[config.mk]
export PLATFORM = sky130hd
export DESIGN_NAME = eco32f_wb_arbiter
export DESIGN_NICKNAME = d
export VERILOG_FILES = /design/src/rtl/eco32f_pkg.sv /design/src/rtl/eco32f_arb_watchdog.sv /design/src/rtl/eco32f_wb_arbiter.sv
export SDC_FILE = /design/constraint.sdc
export NUM_CORES = 1
export LEC_CHECK = 0
export ABC_AREA = 1
export ABC_CLOCK_PERIOD_IN_PS = 2220
export CAP_MARGIN = 0
export CORE_ASPECT_RATIO = 0.8
export CORE_MARGIN = 10
export CORE_UTILIZATION = 40
export CTS_BUF_LIST = sky130_fd_sc_hd__clkbuf_16
export CTS_CLUSTER_SIZE = 16
export DETAILED_ROUTE_END_ITERATION = 12
export DONT_BUFFER_PORTS = 1
export PLACE_DENSITY_LB_ADDON = 0.3
export SKIP_LAST_GASP = 1
export SYNTH_ARGS = -nofsm -noshare
export SYNTH_HDL_FRONTEND = slang
export SYNTH_HIERARCHICAL = 1
export SYNTH_SLANG_ARGS = --single-unit
export TNS_END_PERCENT = 50
[constraint.sdc]
create_clock -name clk -period 2.22 [get_ports clk]
set_clock_uncertainty 0.1 [all_clocks]
set_input_delay 0.444 -clock clk [delete_from_list [all_inputs] [get_ports clk]]
set_output_delay 0.444 -clock clk [all_outputs]
set_load 0.01 [all_outputs]
[src/rtl/eco32f_pkg.sv]
// Shared types and encodings for the eco32f Wishbone arbiter.
package eco32f_pkg;

   localparam int unsigned ADR_W = 32;
   localparam int unsigned DAT_W = 32;
   localparam int unsigned SEL_W = 4;
   localparam int unsigned CTI_W = 3;
   localparam int unsigned BTE_W = 2;
   localparam int unsigned CNT_W = 4;

   typedef enum logic [1:0] {
      ARB_IDLE  = 2'd0,
      ARB_OWN_I = 2'd1,
      ARB_OWN_D = 2'd2
   } arb_state_e;

   localparam logic [CTI_W-1:0] CTI_CLASSIC = 3'b000;
   localparam logic [CTI_W-1:0] CTI_INC     = 3'b010;
   localparam logic [CTI_W-1:0] CTI_EOB     = 3'b111;
   localparam logic [BTE_W-1:0] BTE_WRAP8   = 2'b10;

   // Master-to-slave request payload of one Wishbone port
   typedef struct packed {
      logic [ADR_W-1:0] adr;
      logic             stb;
      logic             cyc;
      logic [SEL_W-1:0] sel;
      logic             we;
      logic [CTI_W-1:0] cti;
      logic [BTE_W-1:0] bte;
      logic [DAT_W-1:0] dat;
   } wb_req_t;

   function automatic logic [CNT_W-1:0] sat_inc(input logic [CNT_W-1:0] v,
                                                input logic [CNT_W-1:0] max);
      return (v >= max) ? max : v + CNT_W'(1);
   endfunction

endpackage

[src/rtl/eco32f_arb_watchdog.sv]
// Bus-cycle watchdog: expires after TIMEOUT stalled strobe cycles.
// Built only when ECO32F_ARB_WATCHDOG_EN is defined.
`ifdef ECO32F_ARB_WATCHDOG_EN
module eco32f_arb_watchdog #(
   parameter int unsigned TIMEOUT = 255
) (
   input  logic clk,
   input  logic rst,
   input  logic run,
   input  logic clear,
   output logic expire
);

   localparam int unsigned WD_W = 8;

   logic [WD_W-1:0] wd_cnt_q, wd_cnt_d;

   always_comb begin
      wd_cnt_d = wd_cnt_q;
      if (clear)
         wd_cnt_d = '0;
      else if (run)
         wd_cnt_d = wd_cnt_q + WD_W'(1);
   end

   always_ff @(posedge clk or negedge rst) begin
      if (!rst)
         wd_cnt_q <= '0;
      else
         wd_cnt_q <= wd_cnt_d;
   end

   assign expire = (wd_cnt_q == WD_W'(TIMEOUT));

endmodule
`endif

[src/rtl/eco32f_wb_arbiter.sv]
// Two-master Wishbone arbiter (fetch vs. LSU), grant held for a whole bus cycle.
// Optional hung-slave watchdog enabled with ECO32F_ARB_WATCHDOG_EN.
module eco32f_wb_arbiter
   import eco32f_pkg::*;
#(
   parameter int unsigned STARVE_MAX = 4,
   parameter int unsigned TIMEOUT    = 255
) (
   input  logic             clk,
   input  logic             rst,
   input  logic [ADR_W-1:0] iwb_adr_i,
   input  logic             iwb_stb_i,
   input  logic             iwb_cyc_i,
   input  logic [CTI_W-1:0] iwb_cti_i,
   input  logic [BTE_W-1:0] iwb_bte_i,
   output logic             iwb_ack_o,
   output logic             iwb_err_o,
   input  logic [ADR_W-1:0] dwb_adr_i,
   input  logic             dwb_stb_i,
   input  logic             dwb_cyc_i,
   input  logic [SEL_W-1:0] dwb_sel_i,
   input  logic             dwb_we_i,
   input  logic [CTI_W-1:0] dwb_cti_i,
   input  logic [BTE_W-1:0] dwb_bte_i,
   input  logic [DAT_W-1:0] dwb_dat_i,
   output logic             dwb_ack_o,
   output logic             dwb_err_o,
   output logic [ADR_W-1:0] mwb_adr_o,
   output logic             mwb_stb_o,
   output logic             mwb_cyc_o,
   output logic [SEL_W-1:0] mwb_sel_o,
   output logic             mwb_we_o,
   output logic [CTI_W-1:0] mwb_cti_o,
   output logic [BTE_W-1:0] mwb_bte_o,
   output logic [DAT_W-1:0] mwb_dat_o,
   input  logic             mwb_ack_i,
   input  logic             mwb_err_i,
   input  logic             mwb_rty_i,
   output logic             grant_d_o
);

   arb_state_e       state_q, state_d;
   logic [CNT_W-1:0] starve_cnt_q, starve_cnt_d;
   wb_req_t          iwb_req, dwb_req, mwb_req;
   logic             wd_expire;
   logic             bus_rsp;

   assign bus_rsp = mwb_ack_i | mwb_err_i | mwb_rty_i;

   // Fetch port is read-only and always word-wide
   assign iwb_req = '{adr: iwb_adr_i, stb: iwb_stb_i, cyc: iwb_cyc_i, sel: {SEL_W{1'b1}},
                      we: 1'b0, cti: iwb_cti_i, bte: iwb_bte_i, dat: '0};
   assign dwb_req = '{adr: dwb_adr_i, stb: dwb_stb_i, cyc: dwb_cyc_i, sel: dwb_sel_i,
                      we: dwb_we_i, cti: dwb_cti_i, bte: dwb_bte_i, dat: dwb_dat_i};

   always_ff @(posedge clk or negedge rst) begin
      if (!rst) begin
         state_q      <= ARB_IDLE;
         starve_cnt_q <= '0;
      end else begin
         state_q      <= state_d;
         starve_cnt_q <= starve_cnt_d;
      end
   end

   always_comb begin
      state_d      = state_q;
      starve_cnt_d = starve_cnt_q;
      mwb_req      = '0;
      mwb_req.cti  = CTI_CLASSIC;
      iwb_ack_o    = 1'b0;
      iwb_err_o    = 1'b0;
      dwb_ack_o    = 1'b0;
      dwb_err_o    = 1'b0;

      unique case (state_q)
         ARB_IDLE: begin
            // Data wins unless fetch has already been passed over STARVE_MAX times
            if (dwb_cyc_i && (!iwb_cyc_i || starve_cnt_q < CNT_W'(STARVE_MAX))) begin
               state_d      = ARB_OWN_D;
               starve_cnt_d = iwb_cyc_i ? sat_inc(starve_cnt_q, CNT_W'(STARVE_MAX)) : '0;
            end else if (iwb_cyc_i) begin
               state_d      = ARB_OWN_I;
               starve_cnt_d = '0;
            end else begin
               starve_cnt_d = '0;
            end
         end
         ARB_OWN_I: begin
            mwb_req   = iwb_req;
            iwb_ack_o = mwb_ack_i;
            iwb_err_o = mwb_err_i | mwb_rty_i | wd_expire;
            if (!iwb_cyc_i || wd_expire)
               state_d = ARB_IDLE;
         end
         ARB_OWN_D: begin
            mwb_req   = dwb_req;
            dwb_ack_o = mwb_ack_i;
            dwb_err_o = mwb_err_i | mwb_rty_i | wd_expire;
            if (!dwb_cyc_i || wd_expire)
               state_d = ARB_IDLE;
         end
         default: state_d = ARB_IDLE;
      endcase

      // A watchdog abort ends the bus cycle immediately
      if (wd_expire) begin
         mwb_req.cyc = 1'b0;
         mwb_req.stb = 1'b0;
      end
   end

   assign mwb_adr_o = mwb_req.adr;
   assign mwb_stb_o = mwb_req.stb;
   assign mwb_cyc_o = mwb_req.cyc;
   assign mwb_sel_o = mwb_req.sel;
   assign mwb_we_o  = mwb_req.we;
   assign mwb_cti_o = mwb_req.cti;
   assign mwb_bte_o = mwb_req.bte;
   assign mwb_dat_o = mwb_req.dat;
   assign grant_d_o = (state_q == ARB_OWN_D);

`ifdef ECO32F_ARB_WATCHDOG_EN
   logic wd_run, wd_clear;

   assign wd_run   = (state_q != ARB_IDLE) && mwb_req.stb && !bus_rsp;
   assign wd_clear = (state_q == ARB_IDLE) || bus_rsp || wd_expire;

   eco32f_arb_watchdog #(
      .TIMEOUT(TIMEOUT)
   ) u_watchdog (
      .clk   (clk),
      .rst   (rst),
      .run   (wd_run),
      .clear (wd_clear),
      .expire(wd_expire)
   );
`else
   logic unused_wd;

   assign wd_expire = 1'b0;
   assign unused_wd = ^{8'(TIMEOUT), bus_rsp};
`endif

endmodule

==> results.rst <==
.. list-table::
   :header-rows: 1

   * - Metric
     - Value
   * - Worst hold slack after final layout
     - 0.296 ns
   * - Maximum number of buffers from clock root to sink
     - 2
   * - H-Tree Level Count
     - 1
   * - Placer Congestion
     - 0.761
   * - Clock-pin slew on the worst setup and hold paths
     - 0.03 ns
   * - Mux contribution to synthesized area
     - 0%
   * - Flip-flop and latch count after synthesis
     - 6
   * - Drt drc
     - 0
   * - CP Max Fanout
     - 34
   * - Number of vias per cell after detailed routing
     - 4.98
   * - LEAKAGE
     - 0.00102 uW
   * - Period Utilization, post-route
     - 94.5%
   * - Nets
     - 423
   * - Kind of launch point of the worst setup path
     - flip-flop
   * - DR pass1 iterations
     - 4
   * - Maximum frequency from static timing analysis
     - 477 MHz
   * - Most area-consuming cells after synthesis
     - sky130_fd_sc_hd__nand2_1 (36%), sky130_fd_sc_hd__a21oi_1 (16%), sky130_fd_sc_hd__inv_1 (12%)
   * - Cell area after synthesis
     - 1280 sq um
   * - Met2 track demand over resource in global routing
     - 32.4%
   * - Via count of the first global-routing pass
     - 1,615
   * - CP arrival
     - 1.55 ns
   * - Buffers on Ports
     - 0
   * - I/O pin count
     - 201
   * - Sequential cell area fraction in the yosys report
     - 11.7%
   * - Setup repair after global routing missed its margin
     - no
   * - Clock tree from TritonCTS
     - built
   * - Transition time at the pin with the least slew margin
     - 0.283 ns
   * - Routed vias
     - 1,677
   * - Simple logic cell fraction of the synthesized area
     - 41.9%
   * - Net count after synthesis
     - 383
   * - Filler cell count
     - 287
   * - Data required time at the worst endpoint
     - 1.68 ns
   * - Global route total overflow
     - 0
   * - VDD IR max
     - 0.890 mV
   * - Dpl hpwl
     - 5090 microns
   * - Starting density of the core
     - 41.6%
   * - Wirelength per Cell
     - 17.6 microns
   * - Most common cell after layout, fill and taps aside
     - sky130_fd_sc_hd__nand2_1
   * - Area used by multi-input combinational logic
     - 841 sq um
   * - Final Worst Setup Slack
     - 0.123 ns
   * - Cell depth of the worst flop-to-flop path
     - 8
   * - Peak-usage layer in the global routing report
     - met2
   * - Largest net degree at the start of global routing
     - 42
   * - Count of endpoints failing setup in the final report
     - 0
   * - Area used by sequential logic in the layout
     - 150 sq um
   * - Final Slew Violations
     - 0
   * - Result of the run
     - finished, final reports clean
   * - Global routing met3 resource utilization
     - 8.35%
   * - Global Route met1 Usage
     - 16.2%
   * - Largest area contributor in the synthesized netlist
     - sky130_fd_sc_hd__nand2_1
   * - Chip Height
     - 70.7 microns
   * - Mean instance size in the synthesized netlist
     - 4.96 sq um
   * - Wire length of the first global-routing pass
     - 8510 microns
   * - Violation count after the first detailed-route iteration
     - 94
   * - Cell count of the worst hold path
     - 2
   * - Area overhead of the layout relative to synthesis
     - 34.6%
   * - Final instance count without filler cells
     - 337
   * - Fraction of layout cells with a size suffix above 1
     - 21.9%
   * - Overall die area
     - 5890 sq um
   * - Number of core rows
     - 18
   * - Sink count of the clock tree
     - 6
   * - Routed wire length
     - 5920 microns
   * - Antenna Violating Nets Remaining
     - 0
   * - Pwr dens
     - 1310 nW/um^2
   * - Fin Setup TNS
     - 0 ns
   * - Post-synthesis share of cell area spent on xor and xnor gates
     - 0%
   * - # placed instances
     - 332
   * - Setup crit end kind
     - primary output
   * - Clock buffer count from CTS
     - 3
   * - Hold WC Path Type
     - input port to flip-flop
   * - Period minus WS final
     - 2.10 ns
   * - Placement-stage worst setup slack
     - 0.236 ns
   * - Die W
     - 83.4 microns
   * - Worst-skew pair later-pin latency
     - 0.22 ns
   * - Number of antenna violations at the first check in global routing
     - 0
   * - Compound-Gate Fraction of Synth Area
     - 18.3%
   * - Count of antenna diodes in the layout
     - 0
   * - Number of distinct library cells after synthesis
     - 16
   * - Number of hold violations in the final report
     - 0
   * - Total power of the final layout
     - 2270 uW
   * - Clock tree root driver cell
     - sky130_fd_sc_hd__clkbuf_16
   * - Most used cells in the layout excluding fill and tap cells
     - sky130_fd_sc_hd__nand2_1 (124), sky130_fd_sc_hd__buf_4 (48), sky130_fd_sc_hd__inv_1 (42), sky130_fd_sc_hd__a21oi_1 (42)
   * - Type of the setup path with the least slack
     - flip-flop to primary output
   * - Core box area
     - 3090 sq um
   * - Gate count after technology mapping
     - 259
   * - Max-slew headroom at the worst pin
     - 81.1%
   * - Max-capacitance violation count
     - 0
   * - Overall fraction of global-route tracks in use
     - 16.8%
   * - Post-synthesis adder-cell area fraction
     - 3.89%
   * - Number of warnings reported in the yosys synthesis log
     - 6
   * - Dominant combinational cell family by area after synthesis
     - simple AND/OR/NAND/NOR gates
   * - Share of the synthesized area in the top cell type
     - 36.2%
stage by stage:
step	utilization, %	cell area, sq um
after floorplan	-	1280
after CTS	55.0	1700
final	56.0	1730
after global routing	56.0	1730
after detailed placement	52.2	1610
after global placement	52.2	1610
cells in the mapped netlist, drive strengths merged:
cell	n
nand2	126
clkinv	1
dfrtp	6
nor3	1
a21oi	42
ha	4
o21ai	5
nor2	7
nand4	2
inv	46
buf	18
nand3	1
power breakdown:
group | internal [uW] | total, uW | switching, uW
Clock | 231 | 286 | 55.3
Sequential | 140 | 163 | 23.0
Combinational | 702 | 1820 | 1120
Total | 1070 | 2270 | 1200
logic make-up after synthesis:
logic type,Yosys count
simple gates,137
buf+inv,65
compound gates,47
flops,6
fa+ha+maj,4
repair_timing:
action                     in CTS  in global routing
hold buffers                    1                  0
hold endpoints to repair        6                  0
setup endpoints to repair      12                 28
pin swaps                       0                  0
setup buffers                   0                  1
resized for setup               1                  5
worst paths after layout:
check | start | end | slack [ns]
worst max-delay path | state_q[1] | mwb_adr_o[17] | 0.12
worst min-delay path | dwb_cyc_i | state_q[1] | 0.30
worst max register to register | state_q[0] | state_q[1] | 0.75
worst min register to register | starve_cnt_q[1] | starve_cnt_q[1] | 0.41
max in group asynchronous | rst | state_q[1] | 1.37
min in group asynchronous | rst | starve_cnt_q[1] | 0.44
critical path, cell delays in order, from the launching register on:
cell	delay, ns
sky130_fd_sc_hd__dfrtp_1	0.36
sky130_fd_sc_hd__inv_1	0.09
sky130_fd_sc_hd__ha_1	0.29
sky130_fd_sc_hd__clkinv_1	0.08
sky130_fd_sc_hd__buf_6	0.19
sky130_fd_sc_hd__a21oi_1	0.16
sky130_fd_sc_hd__buf_4	0.15
per-layer routing:
layer  vias to the layer above  routed length [microns]
li1                        845                        -
met3                         2                      734
met5                         -                        0
met4                         0                        8
met2                       111                     3160
met1                       719                     2010
flip-flops by register name, summed over array words and instances, names as in the netlist:
signal and count:
state_q 2, starve_cnt_q 4
layout make-up:
cell class,count,share of cell area (%)
Inverter,47,10.2
Multi-Input combinational cell,188,48.6
Clock buffer,3,4.34
Timing Repair Buffer,53,25.3
Tap cell,40,2.89
Sequential cell,6,8.68
Note: power is estimated with default switching activity, not from simulation.
